[src/rtl/alu_pkg.sv]
// Shared ALU datapath definitions: FSM encodings and a constant-width helper.
package alu_pkg;

  typedef enum logic [1:0] {
    ST_IDLE = 2'd0,
    ST_RUN  = 2'd1,
    ST_DONE = 2'd2
  } state_t;

  function automatic int clog2(input int v);
    int r;
    r = 0;
    for (int i = 0; i < 31; i++) begin
      if ((1 << i) < v) r = i + 1;
    end
    return r;
  endfunction

endpackage

[src/rtl/full_sub.sv]
// 1-bit full subtractor (d = a - b - bin); chained to build the trial subtract.
module full_sub (
  input  logic a,
  input  logic b,
  input  logic bin,
  output logic d,
  output logic bout
);

  assign d    = a ^ b ^ bin;
  assign bout = (~a & b) | (~(a ^ b) & bin);

endmodule

[src/rtl/seq_restoring_divider.sv]
// Multi-cycle restoring divider, one quotient bit per clock, MSB first.
// Define DIV_SIGNED_EN for two's-complement operands (sign fix-up on the DONE edge).
module seq_restoring_divider
  import alu_pkg::*;
#(
  parameter int WIDTH = 8
) (
  input  logic             clk,
  input  logic             rst,
  input  logic             start,
  input  logic [WIDTH-1:0] dataA,
  input  logic [WIDTH-1:0] dataB,
  output logic             busy,
  output logic             done,
  output logic [WIDTH-1:0] quotient,
  output logic [WIDTH-1:0] remainder,
  output logic             div_by_zero
);

  localparam int CW = (clog2(WIDTH) < 1) ? 1 : clog2(WIDTH);

  state_t           r_state;
  logic [CW-1:0]    r_cnt;
  logic [WIDTH-1:0] r_a;
  logic [WIDTH-1:0] r_r;
  logic [WIDTH-1:0] r_d;
  logic             r_dz;

  logic [WIDTH:0]   w_x;
  logic [WIDTH:0]   w_y;
  logic [WIDTH:0]   w_diff;
  logic [WIDTH+1:0] w_b;
  logic             w_borrow;
  logic             w_unused;
  logic [WIDTH-1:0] w_a_next;
  logic [WIDTH-1:0] w_r_next;
  logic [WIDTH-1:0] w_a_in;
  logic [WIDTH-1:0] w_d_in;
  logic [WIDTH-1:0] w_q_fin;
  logic [WIDTH-1:0] w_r_fin;

  // Shifted partial remainder minus divisor, WIDTH+1 bits; borrow-out selects restore.
  assign w_x    = {r_r, r_a[WIDTH-1]};
  assign w_y    = {1'b0, r_d};
  assign w_b[0] = 1'b0;

  genvar gi;
  generate
    for (gi = 0; gi <= WIDTH; gi++) begin : g_sub
      full_sub u_fs (
        .a    (w_x[gi]),
        .b    (w_y[gi]),
        .bin  (w_b[gi]),
        .d    (w_diff[gi]),
        .bout (w_b[gi+1])
      );
    end
  endgenerate

  assign w_borrow = w_b[WIDTH+1];
  assign w_unused = w_diff[WIDTH];
  assign w_a_next = {r_a[WIDTH-2:0], ~w_borrow};
  assign w_r_next = w_borrow ? w_x[WIDTH-1:0] : w_diff[WIDTH-1:0];

`ifdef DIV_SIGNED_EN
  logic r_qneg;
  logic r_rneg;

  assign w_a_in  = dataA[WIDTH-1] ? -dataA : dataA;
  assign w_d_in  = dataB[WIDTH-1] ? -dataB : dataB;
  assign w_q_fin = r_qneg ? -w_a_next : w_a_next;
  assign w_r_fin = r_rneg ? -w_r_next : w_r_next;

  always_ff @(posedge clk or posedge rst) begin
    if (rst) begin
      r_qneg <= 1'b0;
      r_rneg <= 1'b0;
    end else if (r_state == ST_IDLE && !r_dz && start) begin
      r_qneg <= dataA[WIDTH-1] ^ dataB[WIDTH-1];
      r_rneg <= dataA[WIDTH-1];
    end
  end
`else
  assign w_a_in  = dataA;
  assign w_d_in  = dataB;
  assign w_q_fin = w_a_next;
  assign w_r_fin = w_r_next;
`endif

  always_ff @(posedge clk or posedge rst) begin
    if (rst) begin
      r_state     <= ST_IDLE;
      r_cnt       <= '0;
      r_a         <= '0;
      r_r         <= '0;
      r_d         <= '0;
      r_dz        <= 1'b0;
      busy        <= 1'b0;
      done        <= 1'b0;
      quotient    <= '0;
      remainder   <= '0;
      div_by_zero <= 1'b0;
    end else begin
      case (r_state)
        ST_IDLE: begin
          // A zero divisor is held one cycle so its done lands on the edge after accept.
          if (r_dz) begin
            r_dz        <= 1'b0;
            r_state     <= ST_DONE;
            done        <= 1'b1;
            div_by_zero <= 1'b1;
            quotient    <= '1;
            remainder   <= r_a;
          end else if (start) begin
            r_a         <= (dataB == '0) ? dataA : w_a_in;
            r_d         <= w_d_in;
            r_r         <= '0;
            r_cnt       <= '0;
            div_by_zero <= 1'b0;
            if (dataB != '0) begin
              r_state <= ST_RUN;
              busy    <= 1'b1;
            end else begin
              r_dz <= 1'b1;
            end
          end
        end
        ST_RUN: begin
          r_a   <= w_a_next;
          r_r   <= w_r_next;
          r_cnt <= r_cnt + 1'b1;
          if (r_cnt == CW'(WIDTH - 1)) begin
            r_state   <= ST_DONE;
            busy      <= 1'b0;
            done      <= 1'b1;
            quotient  <= w_q_fin;
            remainder <= w_r_fin;
          end
        end
        ST_DONE: begin
          done    <= 1'b0;
          r_state <= ST_IDLE;
        end
        default: r_state <= ST_IDLE;
      endcase
    end
  end

endmodule

[config.mk]
export PLATFORM = sky130hd
export DESIGN_NAME = seq_restoring_divider
export DESIGN_NICKNAME = d
export VERILOG_FILES = /design/src/rtl/alu_pkg.sv /design/src/rtl/full_sub.sv /design/src/rtl/seq_restoring_divider.sv
export SDC_FILE = /design/constraint.sdc
export NUM_CORES = 1
export LEC_CHECK = 0
export BUFFER_PORTS_ARGS = -buffer_cell sky130_fd_sc_hd__buf_2
export CAP_MARGIN = 20
export CORE_ASPECT_RATIO = 0.8
export CORE_MARGIN = 4
export CORE_UTILIZATION = 40
export DETAILED_ROUTE_END_ITERATION = 8
export GPL_ROUTABILITY_DRIVEN = 0
export MAX_ROUTING_LAYER = met4
export PLACE_DENSITY = 0.69
export SLEW_MARGIN = 0
export SYNTH_ARGS = -nofsm -noshare
export SYNTH_HDL_FRONTEND = slang
export SYNTH_SLANG_ARGS = --single-unit
export TNS_END_PERCENT = 100
[constraint.sdc]
create_clock -name clk -period 6.7 [get_ports clk]
set_input_delay 0.67 -clock clk [delete_from_list [all_inputs] [get_ports clk]]
set_output_delay 0.67 -clock clk [all_outputs]
set_load 0.02 [all_outputs]
After elaboration in Yosys (flattened, before gate mapping)
Index checks and enable logic that the tools add are counted.
{"block": "word_totals", "reg_bits": 49, "input_bits": 19, "out_inout_bits": 19, "elab_cells": 124}
{"block": "op_classes", "n_addsub": 1, "eq_ne": 10, "muxes": 34, "bitwise": 56, "n_reduce_logical": 12}
{"operator": "$mux 8", "n": 9}
{"operator": "$pmux 8 s2", "n": 4}
{"operator": "$not 1->1", "n": 18}
{"operator": "$and 1x1->1", "n": 16}
{"operator": "$reduce_and 3->1", "n": 5}
{"operator": "$xor 1x1->1", "n": 15}
{"operator": "$mux 1", "n": 11}
{"operator": "$ne 2x2->1 const B", "n": 5}
{"operator": "$mux 2", "n": 4}
{"operator": "$reduce_bool 8->1", "n": 1}
{"operator": "$or 1x1->1", "n": 7}
{"operator": "$mux 3", "n": 2}
{"operator": "$ne 3x3->1 const B", "n": 2}
{"operator": "$pmux 3 s2", "n": 1}
{"operator": "$reduce_and 5->1", "n": 1}
{"operator": "$pmux 2 s2", "n": 1}
{"operator": "$reduce_bool 2->1", "n": 2}
{"operator": "$add 3x1->3 const B", "n": 1}
{"operator": "$eq 3x3->1 const B", "n": 1}
{"operator": "$pmux 1 s3", "n": 1}
{"operator": "$reduce_bool 3->1", "n": 1}
{"operator": "$eq 2x1->1 const B", "n": 1}
{"operator": "$eq 2x2->1 const B", "n": 1}
{"operator": "$logic_not 2->1", "n": 1}
{"operator": "other kinds (2)", "n": 2}

Logic depth before layout (Yosys ltp)
{"block": "depth", "ltp_word": 20, "depth_mapped": 13, "ltp_nobuf": 12}

Cells and area by module
From an unflattened synthesis, not the netlist that was laid out.
{"block": "unflattened", "cells_unflattened": 207, "area_unflattened_um2": 2402.3}
{"mod": "seq_restoring_divider", "instances": 1, "cells_each": 171, "area_per_inst_um2": 2120.8, "seq_area_each_um2": 1226.2}
{"mod": "full_sub", "instances": 9, "cells_each": 4, "area_per_inst_um2": 31.3, "seq_area_each_um2": 0.0}

Least setup slack after synthesis
Ideal clock, no wire load.
{"block": "synth_path", "path_kind": "register to register", "startpoint": "reg r_a[7]", "endpoint": "reg remainder[4]", "setup_time_ns": 0.126, "t_arrival_ns": 4.413, "t_required_ns": 6.574, "path_slack_ns": 2.161, "stages_incl_launch_ff": 14, "n_path_buf": 1, "synth_period_minus_slack_ns": 4.539, "cell_sequence": "dfrtp_1 inv_1 ha_1 fa_1 fa_1 fa_1 fa_1 fa_1 fa_1 fa_1 nand2b_1 buf_6 a211oi_1 o31a_2"}
{"block": "synth_via", "elab_chain_len": 20, "word_cells_on_any_way": 21, "classes_between": "mux: 3; bitwise: 18"}
{"item": "start, declared", "line": "seq_restoring_divider.sv:24", "rtl": "logic [WIDTH-1:0] r_a;"}
{"item": "start signal, assigned", "line": "seq_restoring_divider.sv:115", "rtl": "r_a <= (dataB == '0) ? dataA : w_a_in;"}
{"item": "start signal, assigned", "line": "seq_restoring_divider.sv:129", "rtl": "r_a <= w_a_next;"}
{"item": "$not 1->1 (*)", "line": "full_sub.sv:11", "rtl": "assign bout = (~a & b) | (~(a ^ b) & bin);"}
{"item": "$and 1x1->1 (*) (2 in series)", "line": "full_sub.sv:11"}
{"item": "$or 1x1->1 (*)", "line": "full_sub.sv:11"}
{"item": "$and 1x1->1 (*)", "line": "full_sub.sv:11"}
{"item": "$or 1x1->1 (*)", "line": "full_sub.sv:11"}
{"item": "$and 1x1->1 (*)", "line": "full_sub.sv:11"}
{"item": "$or 1x1->1 (*)", "line": "full_sub.sv:11"}
{"item": "$and 1x1->1", "line": "full_sub.sv:11"}
{"item": "[... 3 more ...]"}
{"item": "$and 1x1->1", "line": "full_sub.sv:11"}
{"item": "$or 1x1->1", "line": "full_sub.sv:11"}
{"item": "$and 1x1->1", "line": "full_sub.sv:11"}
{"item": "$or 1x1->1", "line": "full_sub.sv:11"}
{"item": "$and 1x1->1", "line": "full_sub.sv:11"}
{"item": "$mux 8 (*)", "line": "seq_restoring_divider.sv:63", "rtl": "assign w_r_next = w_borrow ? w_x[WIDTH-1:0] : w_diff[WIDTH-1:0];"}
{"item": "$mux 8 (*)", "line": "seq_restoring_divider.sv:132", "rtl": "if (r_cnt == CW'(WIDTH - 1)) begin"}
{"item": "$pmux 8 s2 (*)", "line": "seq_restoring_divider.sv:104", "rtl": "case (r_state)"}
{"item": "end signal, assigned", "line": "seq_restoring_divider.sv:113", "rtl": "remainder <= r_a;"}
{"item": "end signal, assigned", "line": "seq_restoring_divider.sv:137", "rtl": "remainder <= w_r_fin;"}
{"item": "end, declared", "line": "seq_restoring_divider.sv:16", "rtl": "output logic [WIDTH-1:0] remainder,"}
Mark *: on every way between the ends. The rest lies on a longest branch, timed or not. The select of a mux whose other input is x is not followed.
A chain may end at the register's enable or synchronous reset.

Worst setup path after layout
{"block": "layout_path", "startpoint": "reg r_a[7]", "endpoint": "reg remainder[2]"}
{"block": "layout_via", "elab_chain_len": 20, "word_cells_on_any_way": 21, "classes_between": "mux: 3; bitwise: 18"}
{"item": "$not 1->1 (*)", "line": "full_sub.sv:11"}
{"item": "$and 1x1->1 (*) (2 in series)", "line": "full_sub.sv:11"}
{"item": "$or 1x1->1 (*)", "line": "full_sub.sv:11"}
{"item": "$and 1x1->1", "line": "full_sub.sv:11"}
{"item": "$or 1x1->1", "line": "full_sub.sv:11"}
{"item": "$and 1x1->1", "line": "full_sub.sv:11"}
{"item": "$or 1x1->1", "line": "full_sub.sv:11"}
{"item": "$and 1x1->1", "line": "full_sub.sv:11"}
{"item": "[... 3 more ...]"}
{"item": "$and 1x1->1", "line": "full_sub.sv:11"}
{"item": "$or 1x1->1", "line": "full_sub.sv:11"}
{"item": "$and 1x1->1", "line": "full_sub.sv:11"}
{"item": "$or 1x1->1", "line": "full_sub.sv:11"}
{"item": "$and 1x1->1", "line": "full_sub.sv:11"}
{"item": "$mux 8 (*)", "line": "seq_restoring_divider.sv:63"}
{"item": "$mux 8 (*)", "line": "seq_restoring_divider.sv:132"}
{"item": "$pmux 8 s2 (*)", "line": "seq_restoring_divider.sv:104"}
Marked as above.

==> metrics.txt <==
Power Internal 0.876 mW; port bufs 37; Critical Path RT roughly 6.9 ns; die area 7430 um^2; H-tree depth 2; fin nets 292; Worst-Margin Slew 0.928 ns; CTS hold repair buffers 0; Detail Placement HPWL 3890 um; power share of the clock group 15.0%; Syn Inst Count 231; largest buffer count on any clock path 2; Seq cells post-synth 49; slowest CP cell fa_1; switching share of power 41.3%; Clock Latency Late Sink about 0.31 ns; share of the synthesized area in the top cell type 50.2%; CTS tree built; Crit Path Category reg -> reg; multi-input combinational cell area 1050 um^2; Die Height 77.9 um; root buffer cell clkbuf_8; Async SR Flop Fraction 100%; relative slew slack a little under two fifths; ys flop type dfrtp_1; pwr dens 540 nW/um^2; fillers 560; hold crit path type in -> async; cts bufs inserted 5; ANT nets after route 0; Syn Std Cell Area about 2400 um^2; drt wl/cell between 15 and 20 um; DIE WIDTH 95.4 um; Syn Area/Cell around 11 um^2; CP peak stage delay 0.55 ns; CTS sink count roughly 50; Post-CTS Resized 0; first-pass GRT wire length 9270 um; drt drc 0; GRT Util Overall between 10% and 20%; clk_skew 0.00979 ns; routed wire length approximately 5500 um; Post-DP Area 2630 um^2; storage element area 1230 um^2; Starting DRT DRC Count approximately 110; Post-synth top cells 49 x dfrtp_1, 43 x nand2_1, 20 x o21ai_0; Synth area leaders dfrtp_1 50%, nand2_1 6.6%, fa_1 5.7%; Leak Pwr 1.29 nW; combinational cell fraction of total power 48.7%; fraction of layout cells with a size suffix above 1 23.9%; WP buf/inv 1; RSZ-0062 raised after global routing no; most used cell, CP fa_1; Post-CTS Setup Bufs 0; final setup fails 0; clock slew at reported path FFs 0.10 ns; vias in the first global route approximately 1.8k; largest net degree at the start of global routing 50; Flop pwr share 36.3%; total gr overflow 0; Design Area, Final 2770 um^2; Post-synth EDFFs 0; fmax 200 MHz; post-route setup TNS 0 ns; Ys Warns 0; Levels on crit path 12; first-pass detailed-route iteration total 4; Critical Path AT 5.19 ns; antenna diode instance count 0; DR vias/cell 5.17; IO Pins 38; Yosys top cell by area dfrtp_1; Final Hold Fails 0; Net Count, Synth 260; Period Utilization, post-route 74.4%; crit-path max FO 10; Initial Utilization about two fifths; maxcap violations 0; antenna violations before repair 0; crit start category flop; count leader, synth dfrtp_1; worst reg2reg path depth 12; cell family with most CP delay adder cells; Worst VDD drop between 200 and 250 uV; status finished clean; Vias 1,782; Netlist cell types 39; crit end category flop; NetSw about 0.6 mW; Tmin final ~5 ns; Layout area overhead 13.2%; CP cell instances inv_1 > ha_1 > fa_1 > fa_1 > fa_1 > fa_1 > fa_1 > fa_1 > fa_1 > nand2b_1 > a211oi_1 > o31a_2; post-synthesis sequential area ratio between 50 and 60%; core area 5910 um^2; row count 25; Final Max Slew Viols 0
==> power groups by stage <==
| stage | registers, mW | clock network, mW | logic [mW] |
|---|---|---|---|
| final | 0.541 | 0.224 | 0.727 |
| after detailed placement | 0.549 | 0 | 0.735 |
| after floorplan | 0.569 | 0 | 0.535 |
| after global routing | 0.561 | 0.243 | 0.826 |
| after CTS | 0.543 | 0.229 | 0.737 |
| after global placement | 0.545 | 0 | 0.720 |
==> metrics by stage <==
| stage | util [%] | total power [mW] | worst slack [ns] | std cells | hold WS, ns |
|---|---|---|---|---|---|
| 6_report | 46.8 | 1.49 | 1.71 | 345 | 0.227 |
| 5_1_grt | 46.8 | 1.63 | 1.48 | 345 | 0.217 |
| 4_1_cts | 46.4 | 1.51 | 1.69 | 344 | 0.517 |
| 3_5_place_dp | 44.4 | 1.28 | 1.70 | 336 | 0.495 |
| 3_3_place_gp | 44.4 | 1.26 | 1.87 | 336 | 0.473 |
| 2_1_floorplan | - | 1.10 | 2.16 | 231 | 0.451 |
==> final cells by class <==
cell class                 count  area share [%]
clock inverter                 2            1.36
clock buffer                   6            2.99
tap                           81            3.67
sequential                    49            44.3
timing repair buffer          40            7.96
multi-input combinational    155            38.1
inverter                      12            1.63
==> worst paths after layout <==
kind | startpoint | to | slack (ns)
max reg2reg | r_a[7] | remainder[2] | 1.71
min reg2reg | quotient[6] | quotient[6] | 0.51
max in group asynchronous | rst | r_d[2] | 6.01
min in group clk | quotient[6] | quotient[6] | 0.51
min | rst | done | 0.23
max | r_a[7] | remainder[2] | 1.71
==> state kept, by name (all words and copies together) (netlist names), 2 cells and up <==
name	count
remainder	8
r_cnt	3
r_state	2
r_r	8
r_a	8
r_d	8
quotient	8
==> layer usage <==
layer,track usage [%],routed length [um],up-vias
li1,-,-,859
met1,23.8,2740,887
met2,24.1,2390,29
met3,3.78,283,7
met4,4.26,65,0
met5,-,0,-
==> placed cells by master (no fill, tap or decap), drive strengths merged, types with 2 or more instances in the layout <==
master / netlist / final
dfrtp: 49 / 49
nand2: 43 / 43
buf: 11 / 40
o21ai: 20 / 20
inv: 12 / 12
nor2: 10 / 10
a211oi: 8 / 8
a31oi: 8 / 8
nor3b: 7 / 7
o21bai: 7 / 7
fa: 7 / 7
a21o: 6 / 6
and2: 6 / 6
o31a: 6 / 6
clkbuf: 3 / 6
a22o: 3 / 3
ha: 3 / 3
nand2b: 2 / 2
a2bb2oi: 2 / 2
nor4: 2 / 2
a21oi: 2 / 2
==> logic make-up (layout without fill, tap and decap cells) <==
family,count (synthesis),in the layout,share of synthesized area [%]
flops,49,49,50.2
compound gates,66,66,19.0
mux,2,2,1.02
simple gates,77,77,15.7
buf+inv,27,60,6.76
fa+ha+maj,10,10,7.27
No activity file was read; power rests on OpenSTA's default activity.
